**config.mk**
```make
export PLATFORM = sky130hd
export DESIGN_NAME = biquad_log_writer
export DESIGN_NICKNAME = d
export VERILOG_FILES = /design/src/rtl/biquad_log_writer.sv
export SDC_FILE = /design/constraint.sdc
export NUM_CORES = 1
export LEC_CHECK = 0
export CAP_MARGIN = 20
export CORE_MARGIN = 5
export CORE_UTILIZATION = 37
export CTS_BUF_LIST = sky130_fd_sc_hd__clkbuf_8 sky130_fd_sc_hd__clkbuf_16
export CTS_CLUSTER_SIZE = 12
export DETAILED_ROUTE_END_ITERATION = 12
export HOLD_SLACK_MARGIN = 0.02
export PLACE_DENSITY = 0.67
export REMOVE_ABC_BUFFERS = 1
export SYNTH_ARGS = -nofsm -noshare
export SYNTH_HDL_FRONTEND = slang
export SYNTH_SLANG_ARGS = --single-unit
export TNS_END_PERCENT = 1
```
**constraint.sdc**
```tcl
create_clock -name wb_clk_i -period 3.1 [get_ports wb_clk_i]
set_input_delay 0.62 -clock wb_clk_i [delete_from_list [all_inputs] [get_ports wb_clk_i]]
set_output_delay 0.62 -clock wb_clk_i [all_outputs]
set_load 0.01 [all_outputs]
```
**src/rtl/biquad_log_writer.sv**
```systemverilog
// biquad_log_writer: decimates biquad output samples and writes them into the logging RAM over Wishbone.
// Define BIQUAD_LOG_PRETRIG_EN for circular pre-trigger capture; the default build is a plain post-trigger fill.
//
// state     | meaning
// ----------+--------------------------------------------------------------
// S_IDLE    | no capture; samples ignored
// S_ARMED   | waiting for trig_i (circular writes when pre-trigger enabled)
// S_CAPTURE | post-trigger writes until the buffer/post count is complete
// S_DONE    | capture finished, buffer stable for host readout
module biquad_log_writer #(
    parameter int ADDR_W       = 11,
    parameter int DATA_W       = 16,
    parameter int DECIM_W      = 8,
    parameter int POST_SAMPLES = 1024
) (
    input  logic               wb_clk_i,
    input  logic               wb_rst_i,
    input  logic               sample_valid_i,
    input  logic [DATA_W-1:0]  sample_dat_i,
    input  logic               arm_i,
    input  logic               trig_i,
    input  logic               abort_i,
    input  logic [DECIM_W-1:0] decim_i,
    output logic               log_wb_cyc_o,
    output logic               log_wb_stb_o,
    output logic               log_wb_we_o,
    output logic [ADDR_W-1:0]  log_wb_adr_o,
    output logic [DATA_W-1:0]  log_wb_dat_o,
    input  logic               log_wb_ack_i,
    output logic               busy_o,
    output logic               done_o,
    output logic               overflow_o,
    output logic [ADDR_W:0]    wr_count_o,
    output logic [ADDR_W-1:0]  trig_adr_o
);

    typedef enum logic [1:0] {
        S_IDLE    = 2'd0,
        S_ARMED   = 2'd1,
        S_CAPTURE = 2'd2,
        S_DONE    = 2'd3
    } state_t;

    localparam logic [ADDR_W:0] CNT_FULL = (ADDR_W+1)'(2**ADDR_W);
    localparam logic [ADDR_W:0] CNT_LAST = (ADDR_W+1)'(2**ADDR_W - 1);

    if (POST_SAMPLES < 1 || POST_SAMPLES > 2**ADDR_W) begin : g_bad_post_samples
        $error("POST_SAMPLES must lie in 1..2**ADDR_W");
    end

    state_t             r_state;
    logic               r_cyc;
    logic [ADDR_W-1:0]  r_adr;
    logic [ADDR_W:0]    r_wr_count;
    logic               r_hold_valid;
    logic [DATA_W-1:0]  r_hold_dat;
    logic [DECIM_W-1:0] r_decim_cnt;
    logic               r_overflow;
`ifdef BIQUAD_LOG_PRETRIG_EN
    logic [ADDR_W-1:0]  r_trig_adr;
    logic [ADDR_W:0]    r_post_cnt;
    logic               r_pre_inflight;
`endif

    logic w_ack;
    logic w_wr_en;
    logic w_keep;
    logic w_arm_ok;
    logic w_last_ack;

    assign w_ack    = log_wb_ack_i & r_cyc;
    assign w_arm_ok = arm_i & ~r_cyc;
`ifdef BIQUAD_LOG_PRETRIG_EN
    assign w_wr_en    = (r_state == S_ARMED) || (r_state == S_CAPTURE);
    assign w_last_ack = w_ack && (r_state == S_CAPTURE) && !r_pre_inflight
                        && (r_post_cnt == (ADDR_W+1)'(1));
`else
    assign w_wr_en    = (r_state == S_CAPTURE);
    assign w_last_ack = w_ack && (r_state == S_CAPTURE) && (r_wr_count == CNT_LAST);
`endif
    assign w_keep = sample_valid_i && w_wr_en && (r_decim_cnt == '0);

    // The hold register doubles as the bus data register: it stays full until the write is acked.
    always_ff @(posedge wb_clk_i) begin
        if (wb_rst_i) begin
            r_state      <= S_IDLE;
            r_cyc        <= 1'b0;
            r_adr        <= '0;
            r_wr_count   <= '0;
            r_hold_valid <= 1'b0;
            r_hold_dat   <= '0;
            r_decim_cnt  <= '0;
            r_overflow   <= 1'b0;
`ifdef BIQUAD_LOG_PRETRIG_EN
            r_trig_adr     <= '0;
            r_post_cnt     <= '0;
            r_pre_inflight <= 1'b0;
`endif
        end else begin
            if (w_ack) begin
                r_cyc        <= 1'b0;
                r_adr        <= r_adr + 1'b1;
                r_hold_valid <= 1'b0;
                if (r_wr_count != CNT_FULL)
                    r_wr_count <= r_wr_count + 1'b1;
            end else if (!r_cyc && r_hold_valid && w_wr_en && !abort_i && !w_arm_ok) begin
                r_cyc <= 1'b1;
            end

            if (sample_valid_i && w_wr_en)
                r_decim_cnt <= (r_decim_cnt == '0) ? decim_i : r_decim_cnt - 1'b1;

            if (w_keep) begin
                if (!r_hold_valid || w_ack) begin
                    r_hold_valid <= 1'b1;
                    r_hold_dat   <= sample_dat_i;
                end else begin
                    r_overflow <= 1'b1;
                end
            end

`ifdef BIQUAD_LOG_PRETRIG_EN
            // A write already on the bus at trigger time belongs to the pre-trigger history.
            if (w_ack && (r_state == S_CAPTURE)) begin
                if (r_pre_inflight)
                    r_pre_inflight <= 1'b0;
                else
                    r_post_cnt <= r_post_cnt - 1'b1;
            end
`endif

            if (abort_i) begin
                r_state      <= S_IDLE;
                r_hold_valid <= 1'b0;
            end else if (w_arm_ok) begin
                // A fresh capture keeps its first sample; decim_i applies from the next reload.
                r_state      <= S_ARMED;
                r_adr        <= '0;
                r_wr_count   <= '0;
                r_overflow   <= 1'b0;
                r_decim_cnt  <= '0;
                r_hold_valid <= 1'b0;
`ifdef BIQUAD_LOG_PRETRIG_EN
                r_trig_adr     <= '0;
                r_pre_inflight <= 1'b0;
`endif
            end else begin
                case (r_state)
                    S_ARMED: begin
                        if (trig_i) begin
                            r_state <= S_CAPTURE;
`ifdef BIQUAD_LOG_PRETRIG_EN
                            r_trig_adr     <= r_cyc ? r_adr + 1'b1 : r_adr;
                            r_post_cnt     <= (ADDR_W+1)'(POST_SAMPLES);
                            r_pre_inflight <= r_cyc && !w_ack;
`endif
                        end
                    end
                    S_CAPTURE: begin
                        if (w_last_ack) begin
                            r_state      <= S_DONE;
                            r_hold_valid <= 1'b0;
                        end
                    end
                    default: ;
                endcase
            end
        end
    end

    assign log_wb_cyc_o = r_cyc;
    assign log_wb_stb_o = r_cyc;
    assign log_wb_we_o  = r_cyc;
    assign log_wb_adr_o = r_adr;
    assign log_wb_dat_o = r_hold_dat;
    assign busy_o       = (r_state == S_ARMED) || (r_state == S_CAPTURE) || r_cyc;
    assign done_o       = (r_state == S_DONE);
    assign overflow_o   = r_overflow;
    assign wr_count_o   = r_wr_count;
`ifdef BIQUAD_LOG_PRETRIG_EN
    assign trig_adr_o   = r_trig_adr;
`else
    assign trig_adr_o   = '0;
`endif

endmodule

```
=== After elaboration in Yosys (flattened, before gate mapping) ===
Index checks and enable logic that the tools add are counted.
Widths: inputs -> output; s select.

* Mux-type cells: 24
* Eq/ne operators: 9
* Bitwise logic cells: 3
* Add/subtract/negate cells: 3
* Reductions and logical operators: 24

{| class="wikitable"
|+ Operators with widths
! kind !! count
|-
| $mux 12 || 4
|-
| $mux 11 || 3
|-
| $mux 8 || 4
|-
| $add 12x1->12 const B || 1
|-
| $eq 12x11->1 const B || 1
|-
| $ne 12x12->1 const B || 1
|-
| $add 11x1->11 const B || 1
|-
| $mux 1 || 10
|-
| $logic_and 1x1->1 || 8
|-
| $logic_not 8->1 || 1
|-
| $sub 8x1->8 const B || 1
|-
| $reduce_and 3->1 || 2
|-
| $eq 2x2->1 const B || 2
|-
| $logic_not 1->1 || 4
|-
| $mux 2 || 2
|-
| $pmux 2 s2 || 1
|-
| $reduce_or 2->1 || 2
|-
| $logic_or 1x1->1 || 3
|-
| $ne 3x1->1 const B || 1
|-
| $ne 3x3->1 const B || 1
|-
| $reduce_bool 3->1 || 1
|-
| $reduce_or 3->1 || 1
|-
| $and 1x1->1 || 2
|-
| $eq 2x1->1 const B || 1
|-
| other kinds (5) || 5
|}

* Register bits after elaboration: 52
* Output and inout port bits: 56
* Word-level logic and storage cells: 72

=== Depth between registers and ports, before layout ===
Gate-level depths: netlist of the first run.

* Depth in word-level cells: 6
* Mapped depth: 8

=== Worst setup path after synthesis of the first run ===
OpenSTA, ideal clock, no wires.

* Kind: flip-flop to flip-flop
* From: reg r_decim_cnt[0]
* To: reg r_hold_dat[0] (netlist: log_wb_dat_o[0])
* Arrival time: 1.792 ns
* Setup time: 0.132 ns
* Data required time: 2.968 ns
* Path buffers: 2
* Stages on the path, launching flop included: 9
* Path slack: 1.176 ns
* Cells stage by stage: dfxtp_1 > inv_1 > ha_1 > or3b_1 > clkbuf_1 > a2111o_1 > buf_2 > nand2_1 > a21oi_1

* Cells in the longest elaborated chain, start to end: 3

{| class="wikitable"
|+ Ends and longest elaborated chain
! item !! line !! source
|-
| start, declared || 57 || <nowiki>logic [DECIM_W-1:0] r_decim_cnt;</nowiki>
|-
| start signal, assigned || 111 || <nowiki>r_decim_cnt <= (r_decim_cnt == '0) ? decim_i : r_decim_cnt - 1'b1;</nowiki>
|-
| $logic_not 8->1 || 81 || <nowiki>assign w_keep = sample_valid_i && w_wr_en && (r_decim_cnt == '0);</nowiki>
|-
| $logic_and 1x1->1 || 81 ||
|-
| $reduce_and 2->1 (no source line) || n/a ||
|-
| end signal, assigned || 116 || <nowiki>r_hold_dat <= sample_dat_i;</nowiki>
|-
| end, declared || 56 || <nowiki>logic [DATA_W-1:0] r_hold_dat;</nowiki>
|}

No other way between the ends.
A chain may end at the register's enable or synchronous reset.

=== Worst setup path in the final report of the first run ===
* From: reg r_state[0]
* To: out busy_o

* Cells in the longest elaborated chain, start to end: 3
* Elaborated cells on any way between the ends: 4
* Those cells by class: eq/ne (2); reduce/logical (2)

{| class="wikitable"
|+ Ends and longest elaborated chain
! item !! line !! source
|-
| start, declared || 51 || <nowiki>state_t r_state;</nowiki>
|-
| start signal, assigned || 86 || <nowiki>r_state <= S_IDLE;</nowiki>
|-
| start signal, assigned || 133 || <nowiki>r_state <= S_IDLE;</nowiki>
|-
| start signal, assigned || 137 || <nowiki>r_state <= S_ARMED;</nowiki>
|-
| $eq 2x1->1 / $eq 2x2->1 (equally long branches) || 176 || <nowiki>assign busy_o = (r_state == S_ARMED) || (r_state == S_CAPTURE) || r_cyc;</nowiki>
|-
| $logic_or 1x1->1 * (2 in a row) || 176 ||
|-
| end, declared || 30 || <nowiki>output logic busy_o,</nowiki>
|}

Mark *: on every way between the ends. The rest lies on a longest branch, timed or not.

==> results.yml, run 1 <==
detailed_routing:
  vias: 2308
  ant_nets: 0
  wl_per_cell_um: 13.6
  viasPerCell: 5.02
  dr.pass1.iters: 5
  drc: 0
  drtIter0Drc: 63
  wl_um: 6260
synthesis:
  syn_inst: 310
  synthAdderAreaFrac: 0.0397
  yosysWarnings: 0
  synth_mux_area_frac: 0.00894
  netlist.top_cell.by_area: "dfxtp_1"
  synth_flop_cell: "dfxtp_1"
  synth-simple-area-share: 0.273
  synth_area_leaders: "dfxtp_1 (41%), nand2_1 (8.8%), a21oi_1 (6.4%)"
  synthXorXnorAreaFrac: 0.0521
  synth_edf_count: 0
  yosysTopAreaCellShare: 0.413
  ys_seq_area_frac: 0.413
  synth_compound_area_frac: 0.140
  synthArstFlopShare: 0
  ys_types: 46
  synth_area_um2: 2520
  syn_area_per_cell_um2: 8.13
  synth_top_family_by_area: "simple AND/OR/NAND/NOR gates"
  ys_seq_elements: 52
final_layout:
  num-nets-final: 418
  final_util: 0.503
  drive_gt1_frac: 0.0447
  fin_area_um2: 3380
  num_antenna_cells: 0
  area_growth_pct: 34.2
  nFillCells: 650
power:
  p_leak_nw: 1.12
  irDropWorstVdd_v: 0.000139
  power.density_nw_per_um2: 361
timing:
  setup_viol: 0
  slew_headroom: 0.578
  fin_crit_ns: 2.28
  rsz0062_at_grt: "false"
  finalMaxSlewViolations: 0
  fin_worst_skew_ns: 0.00693
  final-hold-violation-count: 0
  max_freq_ghz: 0.438
  fin_tns_setup_ns: 0
  tightest_slew_ns: 0.628
  period_share: 0.736
clock_network:
  cts_resized: 0
  hold_buffers: 0
  cts_root_buf: "clkbuf_8"
  clock_path_buffers: 2
  clk_latency_ns: 0.31
  cts_tree: "built"
  clkTransAtPathRegs_ns: 0.10
  cts.htree.levels: 2
  post_cts_buffers: 0
  cts.sinks: 52
  numCtsBuffers: 5
critical_path:
  critical_path.max_fanout: 4
  cp-end-kind: "output pin"
  cp_slowest_cell: "clkdlybuf4s50_1"
  crit_required_ns: 2.48
  max_stage_delay_ns: 0.54
  start_kind: "register"
  arrival_ns: 1.66
  crit_type: "register to output pin"
  crit_chain: "inv_1 > ha_1 > nand2b_1 > clkdlybuf4s50_1"
placement:
  dp_hpwl_um: 4570
  routabilityCongestion: 0.815
  port_buffers: 75
  place_area_um2: 3270
hold_path:
  hold_path.class: "register to register"
global_routing:
  antenna_found_initial: 0
  grt_pass1_vias: 2123
  grt_usage: 0.144
  grt-ovfl-total: 0
  grt_max_degree: 29
  grt_pass1_wl_um: 10100
floorplan:
  start_util: 0.375
  row_count: 30
  die_x_um: 92.5
  boundaryPins: 87
  die-area_um2: 8560
  core_area_um2: 6720
  die_h_um: 92.5
run:
  cap_viol_max_count: 0
status:
  status: "finished, final reports clean"
[layout by cell type, fill, tap and decap left out, types with 6 or more instances in the layout]
cell type        Yosys  routed
nor2_1              26      26
clkdlybuf4s50_1      0      75
a21oi_1             32      32
dfxtp_1             52      52
nor3_1               8       8
nand3_1             12      12
conb_1               1      11
o21ai_0              7       7
ha_1                 8       8
inv_1                7       8
nand2_1             59      59
xor2_1               6       6
xnor2_1              9       9
[cells by family after synthesis]
family / after synthesis
xor gates and xnor gates: 15
other: 1
DFF: 52
buffers and inverters: 33
and+or+nand+nor: 143
muxes: 2
adders and majority gates: 8
AOI/OAI and AO/OA: 56
[cell usage after synthesis (2+ instances only)]
| master | instances |
|---|---|
| nand2b_1 | 4 |
| ha_1 | 8 |
| nand2_1 | 59 |
| a31oi_1 | 4 |
| nor4b_1 | 2 |
| or3_1 | 5 |
| o21ai_0 | 7 |
| dfxtp_1 | 52 |
| nor3_1 | 8 |
| clkbuf_1 | 10 |
| nor2_1 | 26 |
| a211oi_1 | 2 |
| or2_2 | 2 |
| inv_1 | 7 |
| and4_1 | 2 |
| mux2_2 | 2 |
| nand3b_1 | 2 |
| or4_1 | 2 |
| a21oi_1 | 32 |
| and2_1 | 2 |
| nor2b_1 | 2 |
| xnor2_1 | 9 |
| nand4b_1 | 2 |
| xor2_1 | 6 |
| nand4_1 | 3 |
| buf_4 | 13 |
| nand3_1 | 12 |
| buf_2 | 2 |
| nor4_1 | 5 |
| nor3b_1 | 2 |
[final cells by class]
cell class	instances	area (um^2)	share of cell area
clock buffer	5	68.8	0.0203
multi-input combinational	235	1330	0.394
inverter	7	26.3	0.00777
clock inverter	3	38.8	0.0115
tap	80	100	0.0296
sequential	52	1040	0.308
timing repair buffer	78	773	0.229
[path summary, 6_finish.rpt]
| kind | from | endpoint | slack [ns] | depth (start not counted) |
|---|---|---|---|---|
| min | log_wb_dat_o[15] | log_wb_dat_o[15] | 0.45 | 2 |
| max | r_state[0] | busy_o | 0.82 | 4 |
| min reg2reg | log_wb_dat_o[15] | log_wb_dat_o[15] | 0.45 | 2 |
| max reg2reg | r_decim_cnt[0] | log_wb_dat_o[3] | 1.00 | 6 |
[registers in the layout, indices dropped and copies added, names as in the netlist]
signal        count
log_wb_dat_o     16
wr_count_o       12
log_wb_adr_o     11
r_state           2
log_wb_cyc_o      1
r_decim_cnt       8
overflow_o        1
r_hold_valid      1
[report_power, final]
part / internal [mW] / switching, mW / leakage [nW]
clock: 0.237 / 0.226 / 0.0593
sequential: 0.670 / 0.00173 / 0.419
combinational: 0.0460 / 0.0407 / 0.641
[stage by stage]
step | worst slack [ns] | instances | hold WS, ns | total power, mW
finish | 0.819 | 460 | 0.452 | 1.22
global route | 0.717 | 460 | 0.473 | 1.27
CTS | 0.808 | 460 | 0.457 | 1.23
detailed placement | 0.631 | 452 | 0.443 | 0.773
global placement | 0.710 | 452 | 0.436 | 0.772
floorplan | 1.11 | 294 | 0.466 | 0.715
[worst max-delay path: cells and delay by family (launching register included)]
family                   cells  cell delay [ns]
buffers and inverters        2             0.60
adder cells (fa/ha/maj)      1             0.28
AND/OR/NAND/NOR              1             0.09
flip-flops                   1             0.39
[routing by layer]
metal,wire [um],part of all wire,vias to the layer above,global-route usage
met4,73,0.012,0,0.0483
li1,-,-,1183,-
met3,319,0.051,5,0.0301
met1,2880,0.46,1068,0.183
met2,2990,0.48,52,0.240
met5,0,0,-,0
Power figures use the tool's default switching activity.
==> inputs of run 2 (changes only) <==
--- a/config.mk
+++ b/config.mk
@@ -12,7 +12,7 @@
 export CTS_CLUSTER_SIZE = 12
 export DETAILED_ROUTE_END_ITERATION = 12
 export HOLD_SLACK_MARGIN = 0.02
-export PLACE_DENSITY = 0.67
+export PLACE_DENSITY = 0.7
 export REMOVE_ABC_BUFFERS = 1
 export SYNTH_ARGS = -nofsm -noshare
 export SYNTH_HDL_FRONTEND = slang
==> constraint.sdc (replaced) <==
create_clock -name wb_clk_i -period 1.96 [get_ports wb_clk_i]
set_input_delay 0.392 -clock wb_clk_i [delete_from_list [all_inputs] [get_ports wb_clk_i]]
set_output_delay 0.392 -clock wb_clk_i [all_outputs]
set_load 0.01 [all_outputs]
==> run 2 against run 1 <==
Wire length rose by 1.0%; highest routed layer unchanged; clock skew rose by 0.0079 ns; register-to-register slack got worse by 0.89 ns.
==> results.yml, run 2 (same netlist as run 1, synthesis figures left out) <==
final_layout:
  num-nets-final: 432
  mostFrequentLayoutCells: "clkdlybuf4s50_1 (74), nand2_1 (59), dfxtp_1 (50)"
  final_common_cell: "clkdlybuf4s50_1"
  fin_area_um2: 3510
  area_growth_pct: 39.2
  fin_cells: 474
  largest_reg_flops: 16
  drive_gt1_frac: 0.0964
  num_antenna_cells: 0
timing:
  layout_setup_ws_ns: 0.0884
  final-hold-violation-count: 0
  tightest_slew_ns: 0.572
  fin_worst_skew_ns: 0.0148
  slew_headroom: 0.615
  period_share: 0.955
  hold_ws_ns: 0.460
  setup_viol: 0
  rsz0062_at_grt: "false"
  finalMaxSlewViolations: 0
  fin_crit_ns: 1.87
  max_freq_ghz: 0.534
detailed_routing:
  dr.pass1.iters: 4
  wl_per_cell_um: 13.3
  drtIter0Drc: 85
  ant_nets: 0
  viasPerCell: 5.02
  vias: 2381
  drc: 0
  wl_um: 6320
power:
  p_leak_nw: 1.18
  p_total_mw: 1.87
  power.density_nw_per_um2: 532
  irDropWorstVdd_v: 0.000289
clock_network:
  cts.sinks: 52
  cts_root_buf: "clkbuf_8"
  clkTransAtPathRegs_ns: 0.11
  clock_path_buffers: 2
  clk_latency_ns: 0.31
  cts_tree: "built"
  cts.htree.levels: 2
  numCtsBuffers: 5
floorplan:
  row_count: 30
  start_util: 0.375
  die_h_um: 92.5
  core_area_um2: 6720
  die-area_um2: 8560
  die_x_um: 92.5
  boundaryPins: 87
global_routing:
  grt_max_degree: 21
  grt_usage: 0.147
  grt-ovfl-total: 0
  grt_pass1_wl_um: 10500
  antenna_found_initial: 0
  grt_pass1_vias: 2275
critical_path:
  rr_worst_depth: 7
  critical_path.max_fanout: 8
  start_kind: "register"
  reg2reg_slack_ns: 0.11
  crit_required_ns: 1.57
  cp-end-kind: "output pin"
  crit_type: "register to output pin"
  arrival_ns: 1.48
placement:
  place_area_um2: 3390
  dp_hpwl_um: 4820
  port_buffers: 75
  routabilityCongestion: 0.804
  pre_cts_ws_ns: -0.0415
  placedCellCount: 466
hold_path:
  min_path_cells: 2
  hold_path.class: "register to register"
status:
  status: "finished, final reports clean"
run:
  cap_viol_max_count: 0
[run 2: changes by cell type in the layout (fill, tap and decap cells not counted), moves of 2 or more]
| cell | previous run | this run |
|---|---|---|
| buf_4 | 3 | 15 |
| clkinvlp_4 | 0 | 2 |
| dfxtp_1 | 52 | 50 |
| dfxtp_2 | 0 | 2 |
[run 2: final timing paths]
kind,start,endpoint
worst max-delay path,log_wb_cyc_o,log_wb_stb_o
worst min-delay path,log_wb_dat_o[7],log_wb_dat_o[7]
worst max register to register,r_decim_cnt[1],log_wb_dat_o[4]
worst min register to register,log_wb_dat_o[7],log_wb_dat_o[7]
[run 2: area by class of cell]
class	count	area [um^2]
timing repair buffer	92	893
tap	80	100
multi-input combinational	235	1350
clock inverter	2	15.0
sequential	52	1040
inverter	7	26.3
fill	643	3210
clock buffer	6	82.6
[run 2: what timing repair did]
item / in CTS / in global routing
setup endpoints to repair: 1 / 23
resized for setup: 2 / 6
buffers inserted: 0 / 0
hold buffers: 0 / 0
[run 2: per-stage QoR]
step | util | setup TNS (ns)
final | 0.522 | 0
after global routing | 0.522 | 0
after CTS | 0.519 | 0
after detailed placement | 0.505 | -0.397
after global placement | 0.505 | 0
after floorplan | - | -0.471
[run 2: power by group]
| group | leakage (nW) | total [mW] | switching [mW] | internal [mW] |
|---|---|---|---|---|
| combinational | 0.719 | 0.144 | 0.0648 | 0.0788 |
| sequential | 0.420 | 1.06 | 0.00296 | 1.06 |
| clock | 0.0434 | 0.660 | 0.373 | 0.287 |
[run 2: worst max-delay path, cell delays in order, from the launching register on]
cell             delay [ns]
dfxtp_1                0.44
buf_4                  0.19
clkdlybuf4s50_1        0.54
[run 2: per-layer routing]
layer | wire [um] | track usage | vias to the layer above | share of wire
met5 | 0 | 0 | - | 0
met2 | 3050 | 0.256 | 65 | 0.48
met4 | 45 | 0.0334 | 0 | 0.0071
met3 | 380 | 0.0382 | 4 | 0.060
li1 | - | - | 1214 | -
met1 | 2850 | 0.182 | 1098 | 0.45
